$ cat src/rtl/priority_arb_n_v.sv
// rtl/priority_arb_n_v.sv - registered N-way request arbiter, fixed priority or round-robin
// Optional round-robin mode and last-grant pointer are compiled in with PRIORITY_ARB_RR_EN.
module priority_arb_n_v #(
    parameter int N_REQ = 8,
    parameter int IDX_W = 3
) (
    input  logic             i_clk,
    input  logic             i_rst,
    input  logic [N_REQ-1:0] i_code,
    input  logic             i_rr,
    input  logic             i_ack,
    output logic [IDX_W-1:0] o_code,
    output logic [N_REQ-1:0] o_onehot,
    output logic             o_valid
);

    typedef enum logic {
        ST_IDLE,
        ST_GRANT
    } state_t;

    localparam logic [N_REQ-1:0] ONE = {{(N_REQ-1){1'b0}}, 1'b1};

    state_t           state_q, state_d;
    logic [IDX_W-1:0] code_q, code_d;
    logic [N_REQ-1:0] onehot_q, onehot_d;
    logic [IDX_W-1:0] fixed_idx;
    logic [IDX_W-1:0] win_idx;
    logic [N_REQ-1:0] fixed_sh;

    // Ascending scan so the highest set bit is the last to overwrite.
    always_comb begin
        fixed_idx = '0;
        fixed_sh  = '0;
        for (int k = 0; k < N_REQ; k++) begin
            fixed_sh = i_code >> k;
            if (fixed_sh[0]) begin
                fixed_idx = IDX_W'(k);
            end
        end
    end

`ifdef PRIORITY_ARB_RR_EN
    logic [IDX_W-1:0] lg_q, lg_d;
    logic [IDX_W-1:0] rr_idx;
    logic [N_REQ-1:0] rr_sh;
    int               rr_pos;

    // Offsets scanned far-to-near so the position just below lg overwrites last;
    // lg itself (offset N_REQ) is the weakest candidate.
    always_comb begin
        rr_idx = '0;
        rr_sh  = '0;
        rr_pos = 0;
        for (int off = N_REQ; off >= 1; off--) begin
            rr_pos = int'(lg_q) - off;
            if (rr_pos < 0) begin
                rr_pos = rr_pos + N_REQ;
            end
            rr_sh = i_code >> rr_pos;
            if (rr_sh[0]) begin
                rr_idx = IDX_W'(rr_pos);
            end
        end
    end

    always_comb begin
        win_idx = i_rr ? rr_idx : fixed_idx;
    end
`else
    logic unused_rr;
    assign unused_rr = i_rr;

    always_comb begin
        win_idx = fixed_idx;
    end
`endif

    always_comb begin
        state_d  = state_q;
        code_d   = code_q;
        onehot_d = onehot_q;
`ifdef PRIORITY_ARB_RR_EN
        lg_d     = lg_q;
`endif
        case (state_q)
            ST_IDLE: begin
                if (|i_code) begin
                    code_d   = win_idx;
                    onehot_d = ONE << win_idx;
                    state_d  = ST_GRANT;
                end
            end
            ST_GRANT: begin
                if (i_ack) begin
                    onehot_d = '0;
                    state_d  = ST_IDLE;
`ifdef PRIORITY_ARB_RR_EN
                    lg_d     = code_q;
`endif
                end
            end
            default: begin
                state_d  = ST_IDLE;
                onehot_d = '0;
            end
        endcase
    end

    always_ff @(posedge i_clk) begin
        if (i_rst) begin
            state_q  <= ST_IDLE;
            code_q   <= '0;
            onehot_q <= '0;
`ifdef PRIORITY_ARB_RR_EN
            lg_q     <= '0;
`endif
        end else begin
            state_q  <= state_d;
            code_q   <= code_d;
            onehot_q <= onehot_d;
`ifdef PRIORITY_ARB_RR_EN
            lg_q     <= lg_d;
`endif
        end
    end

    assign o_code   = code_q;
    assign o_onehot = onehot_q;
    assign o_valid  = (state_q == ST_GRANT);

endmodule
$ cat config.mk
export PLATFORM = sky130hd
export DESIGN_NAME = priority_arb_n_v
export DESIGN_NICKNAME = d
export VERILOG_FILES = /design/src/rtl/priority_arb_n_v.sv
export SDC_FILE = /design/constraint.sdc
export NUM_CORES = 1
export LEC_CHECK = 0
export CAP_MARGIN = 10
export CORE_UTILIZATION = 40
export CTS_BUF_LIST = sky130_fd_sc_hd__clkbuf_16
export CTS_CLUSTER_DIAMETER = 60
export DETAILED_ROUTE_END_ITERATION = 16
export GPL_TIMING_DRIVEN = 0
export PLACE_DENSITY = 0.8
export SLEW_MARGIN = 15
export SYNTH_ARGS = -nofsm -noshare
export SYNTH_HDL_FRONTEND = slang
export SYNTH_SLANG_ARGS = --single-unit
$ cat constraint.sdc
create_clock -name i_clk -period 3.6 [get_ports i_clk]
set_clock_uncertainty 0.05 [all_clocks]
set_input_delay 0.72 -clock i_clk [delete_from_list [all_inputs] [get_ports i_clk]]
set_output_delay 0.72 -clock i_clk [all_outputs]
set_load 0.1 [all_outputs]
After elaboration in Yosys (flattened, before gate mapping)
Cells that the tools add are included.

Register bits after elaboration: 12. Input bits: 12. Logic and storage cells: 23.

Equality and inequality tests: 2. Shift operators: 1. Mux-type cells: 13. Bitwise operators: 1. Reductions and logical operators: 3.

Operators with widths (number): $mux 8 (2); $pmux 8 s2 (1); $mux 3 (4); $reduce_or 8->1 (1); $shl 1x3->8 const A (1); $mux 2 (2); $ne 2x2->1 const B (2); $reduce_and 2->1 (2); $mux 1 (3); $pmux 1 s2 (1); $not 1->1 (1).

Logic depth before layout (Yosys ltp)
Gate-level depths: netlist of the first run.

Word-level depth: 10. Gate-level depth with buffers: 5. Mapped depth without buffers: 4.

Worst setup path before layout of the first run
Ideal clock, no wire load.

Path type: input to register. Start: in i_code[5]. End: reg onehot_q[1], in the netlist o_onehot[1]. Library setup time: 0.070 ns. Arrival time: 1.882 ns. Path slack: 1.598 ns. Stages: 5. Cells stage by stage: buf_6 -> or4_4 -> o21ai_4 -> nor3b_2 -> o2bb2ai_1.

Cells in the longest elaborated chain, start to end: 6. Elaborated cells on any way between the ends: 9.

Ends and longest elaborated chain: start, declared (RTL line 9) `input logic [N_REQ-1:0] i_code,`; $mux 3 (3 in a row) (RTL line 37) `if (fixed_sh[0]) begin`; $shl 1x3->8 (RTL line 90) `onehot_d = ONE << win_idx;`; $mux 8 (RTL line 88) `if (|i_code) begin`; $pmux 8 s2 (RTL line 86) `case (state_q)`; end signal, assigned (RTL line 121) `onehot_q <= onehot_d;`; end, declared (RTL line 26) `logic [N_REQ-1:0] onehot_q, onehot_d;`.

Parallel ways exist; a longest one is shown, timed or not. The select of a mux whose other input is x is not followed. A chain may end at the register's enable or synchronous reset.

Final worst setup path of the first run
Start: reg state_q, in the netlist o_valid. End: out o_valid.

RTL lines: start, declared (RTL line 24) `state_t state_q, state_d;`; start signal, assigned (RTL line 119) `state_q <= state_d;`; end, declared (RTL line 14) `output logic o_valid`.

No word-level cell between the ends.

==> results of run 1 <==
[through the flow]
| stage | total power [W] | worst slack [ns] | instance area [µm²] |
|---|---|---|---|
| after global placement | 0.000241 | 1.06 | 800 |
| after global routing | 0.000462 | 0.822 | 878 |
| after floorplan | 0.000213 | 1.60 | 571 |
| after detailed placement | 0.000242 | 1.08 | 800 |
| final | 0.000443 | 0.871 | 878 |
| after CTS | 0.000449 | 0.860 | 878 |
[flip-flops by register name (all words and copies together), names as in the netlist]
name,flops
o_code,3
o_valid,1
o_onehot,8
[area by class of cell]
type	count	area, µm²
Fill cell	102	439
Multi-Input combinational cell	46	297
Sequential cell	12	240
Timing Repair Buffer	21	210
Clock buffer	3	75.1
Buffer	3	18.8
Tap cell	15	18.8
Inverter	4	15.0
Clock inverter	1	3.75
[cell usage in the layout (no fill, tap or decap), drive strengths merged]
cell type,instances
buf,1
o21bai,1
a211oi,1
clkinv,1
nor4,1
o21ai,2
a32oi,2
nand4b,1
a311oi,1
and3,2
a31oi,2
clkbuf,5
dfxtp,12
clkdlybuf4s50,21
a22oi,1
or2b,1
or4,1
inv,4
nor3b,2
or2,2
nor3,1
o21ba,1
o31a,1
a21oi,4
o2bb2ai,2
nand2b,1
nor2,13
nand3,3
[layer usage]
layer | wire [µm] | share of wire (%) | GRT usage (%)
met3 | 67 | 5.0 | 10.2
met2 | 614 | 46 | 29.9
met1 | 629 | 47 | 25.8
met5 | 0 | 0 | 0
met4 | 23 | 1.7 | 10.3
[power breakdown]
group          internal [W]  switching, W  leakage, nW
registers          0.000139    0.00000486       0.0984
logic             0.0000303     0.0000656        0.199
clock network      0.000146     0.0000571       0.0385
[final timing paths]
path	slack [ns]	cells past startpoint	to	from
setup / recovery	0.87	1	o_valid	o_valid
hold / removal	0.42	1	o_onehot[1]	o_onehot[1]
setup reg to reg	2.11	4	o_onehot[2]	o_valid
hold reg to reg	0.42	1	o_onehot[1]	o_onehot[1]
[cells by family after synthesis]
kind of cell | count (synthesis) | synth area share (%)
flops | 12 | 42.1
simple gates | 28 | 27.4
buf+inv | 7 | 5.92
compound gates | 18 | 24.6
==> out/qor.yml, run 1 <==
gp_routability_congestion: 0.777
syn-mean-instance-area_um2: 8.78
synth_cell_type_count: 28
num-nets-final: 103
grt_overflow: 0
vias_per_cell: 5.33
final.setup.tns_ns: 0
path_clk_slew_ns: 0.04
seq_area_frac_synth_pct: 42.1
cp_data_arrival_time_ns: 1.96
first_pass_iters: 4
tritoncts: "yes"
synthArstFlopShare_pct: 0
crit_path_end_kind: "output pin"
ctsResizeCount: 0
synth.area.top_cells: "dfxtp_1 (42%), nor2_1 (8.6%), a21oi_1 (3.5%)"
ys_warn_count: 0
synth.most_common_cell: "nor2_1"
crit_path_top_delay_cell: "clkdlybuf4s50_1"
worst-slew-pin-transition_ns: 0.972
post_cts_buffers: 0
start_kind: "flop"
yosysTopAreaCell: "dfxtp_1"
hpwlAfterDp_um: 940
ys_seq_elements: 12
fp.dieW_um: 39.8
hp-class: "reg -> reg"
final_util_pct: 66.7
synth.top_cells.by_count: "nor2_1 (13), dfxtp_1 (12), a21oi_1 (4), inv_1 (4), nand3_1 (3)"
route.final.wire_length_mm: 1.34
cp.required_ns: 2.83
grt_max_degree: 11
io_buffers: 21
cts-htree-levels: 1
diodes: 0
grt_pass1_vias: 478
yosys.area.top_type_share_pct: 42.1
areaGrowthSynthToFinish_pct: 53.9
fp.dieH_um: 39.8
syn_nets: 77
hold_slack_ns: 0.416
core-area_um2: 1320
synth_flop_cell: "dfxtp_1"
cts.sinks: 12
cp_max_fo: 9
fin_crit_ns: 2.73
peakVddDrop_v: 0.000362
placed_cells: 101
finalCritPeriodShare_pct: 75.8
wire_per_inst_um: 12.7
drive_gt1_share_pct: 14.4
slowest_delay_ns: 1.20
antenna_found_initial: 0
cp_num_buf_inv: 1
rsz0062_at_grt: "false"
synth_edf_count: 0
vias: 560
drt_iter0_drc: 14
cp_top_family: "buffers and inverters"
numCtsBuffers: 3
grt.total_usage_pct: 21.0
fin_cells: 105
outcome: "finished, final reports clean"
cap_violations: 0
io_pins: 24
ctsHoldBuffers: 0
grt_pass1_wl_mm: 2.09
slew_viol_final: 0
power_density_nw_per_um2: 505
drc_errors: 0
finalSetupViolCount: 0
max_freq_mhz: 366
fp-row-count: 13
max-slew-margin-rel_pct: 35.0
drtAntennaViolNets: 0
syn_inst: 65
die_area_um2: 1580
crit_type: "reg -> out"
syn_area_um2: 571
start_util_pct: 43.3
ctsRootBufferMaster: "clkbuf_16"
clock_path_buffers: 2
clock_latency_ns: 0.24
p_leak_nw: 0.336
cp_cell_sequence: "clkdlybuf4s50_1"
hold_viol: 0
Power figures use the tool's default switching activity.
==> run 2: changes to the inputs <==
==> constraint.sdc (replaced) <==
create_clock -name i_clk -period 2.6 [get_ports i_clk]
set_clock_uncertainty 0.05 [all_clocks]
set_input_delay 0.52 -clock i_clk [delete_from_list [all_inputs] [get_ports i_clk]]
set_output_delay 0.52 -clock i_clk [all_outputs]
set_load 0.1 [all_outputs]
==> results of run 2 <==
The final DEF is identical to that of run 1. Status: finished, final reports clean.
Among the figures that moved: setup slack after placement 1.08 ns -> 0.281 ns; setup slack after layout 0.871 ns -> 0.0713 ns; register-to-register setup slack 2.11 ns -> 1.11 ns; total power 0.000443 W -> 0.000614 W; worst IR drop on VDD 0.000362 V -> 0.000501 V
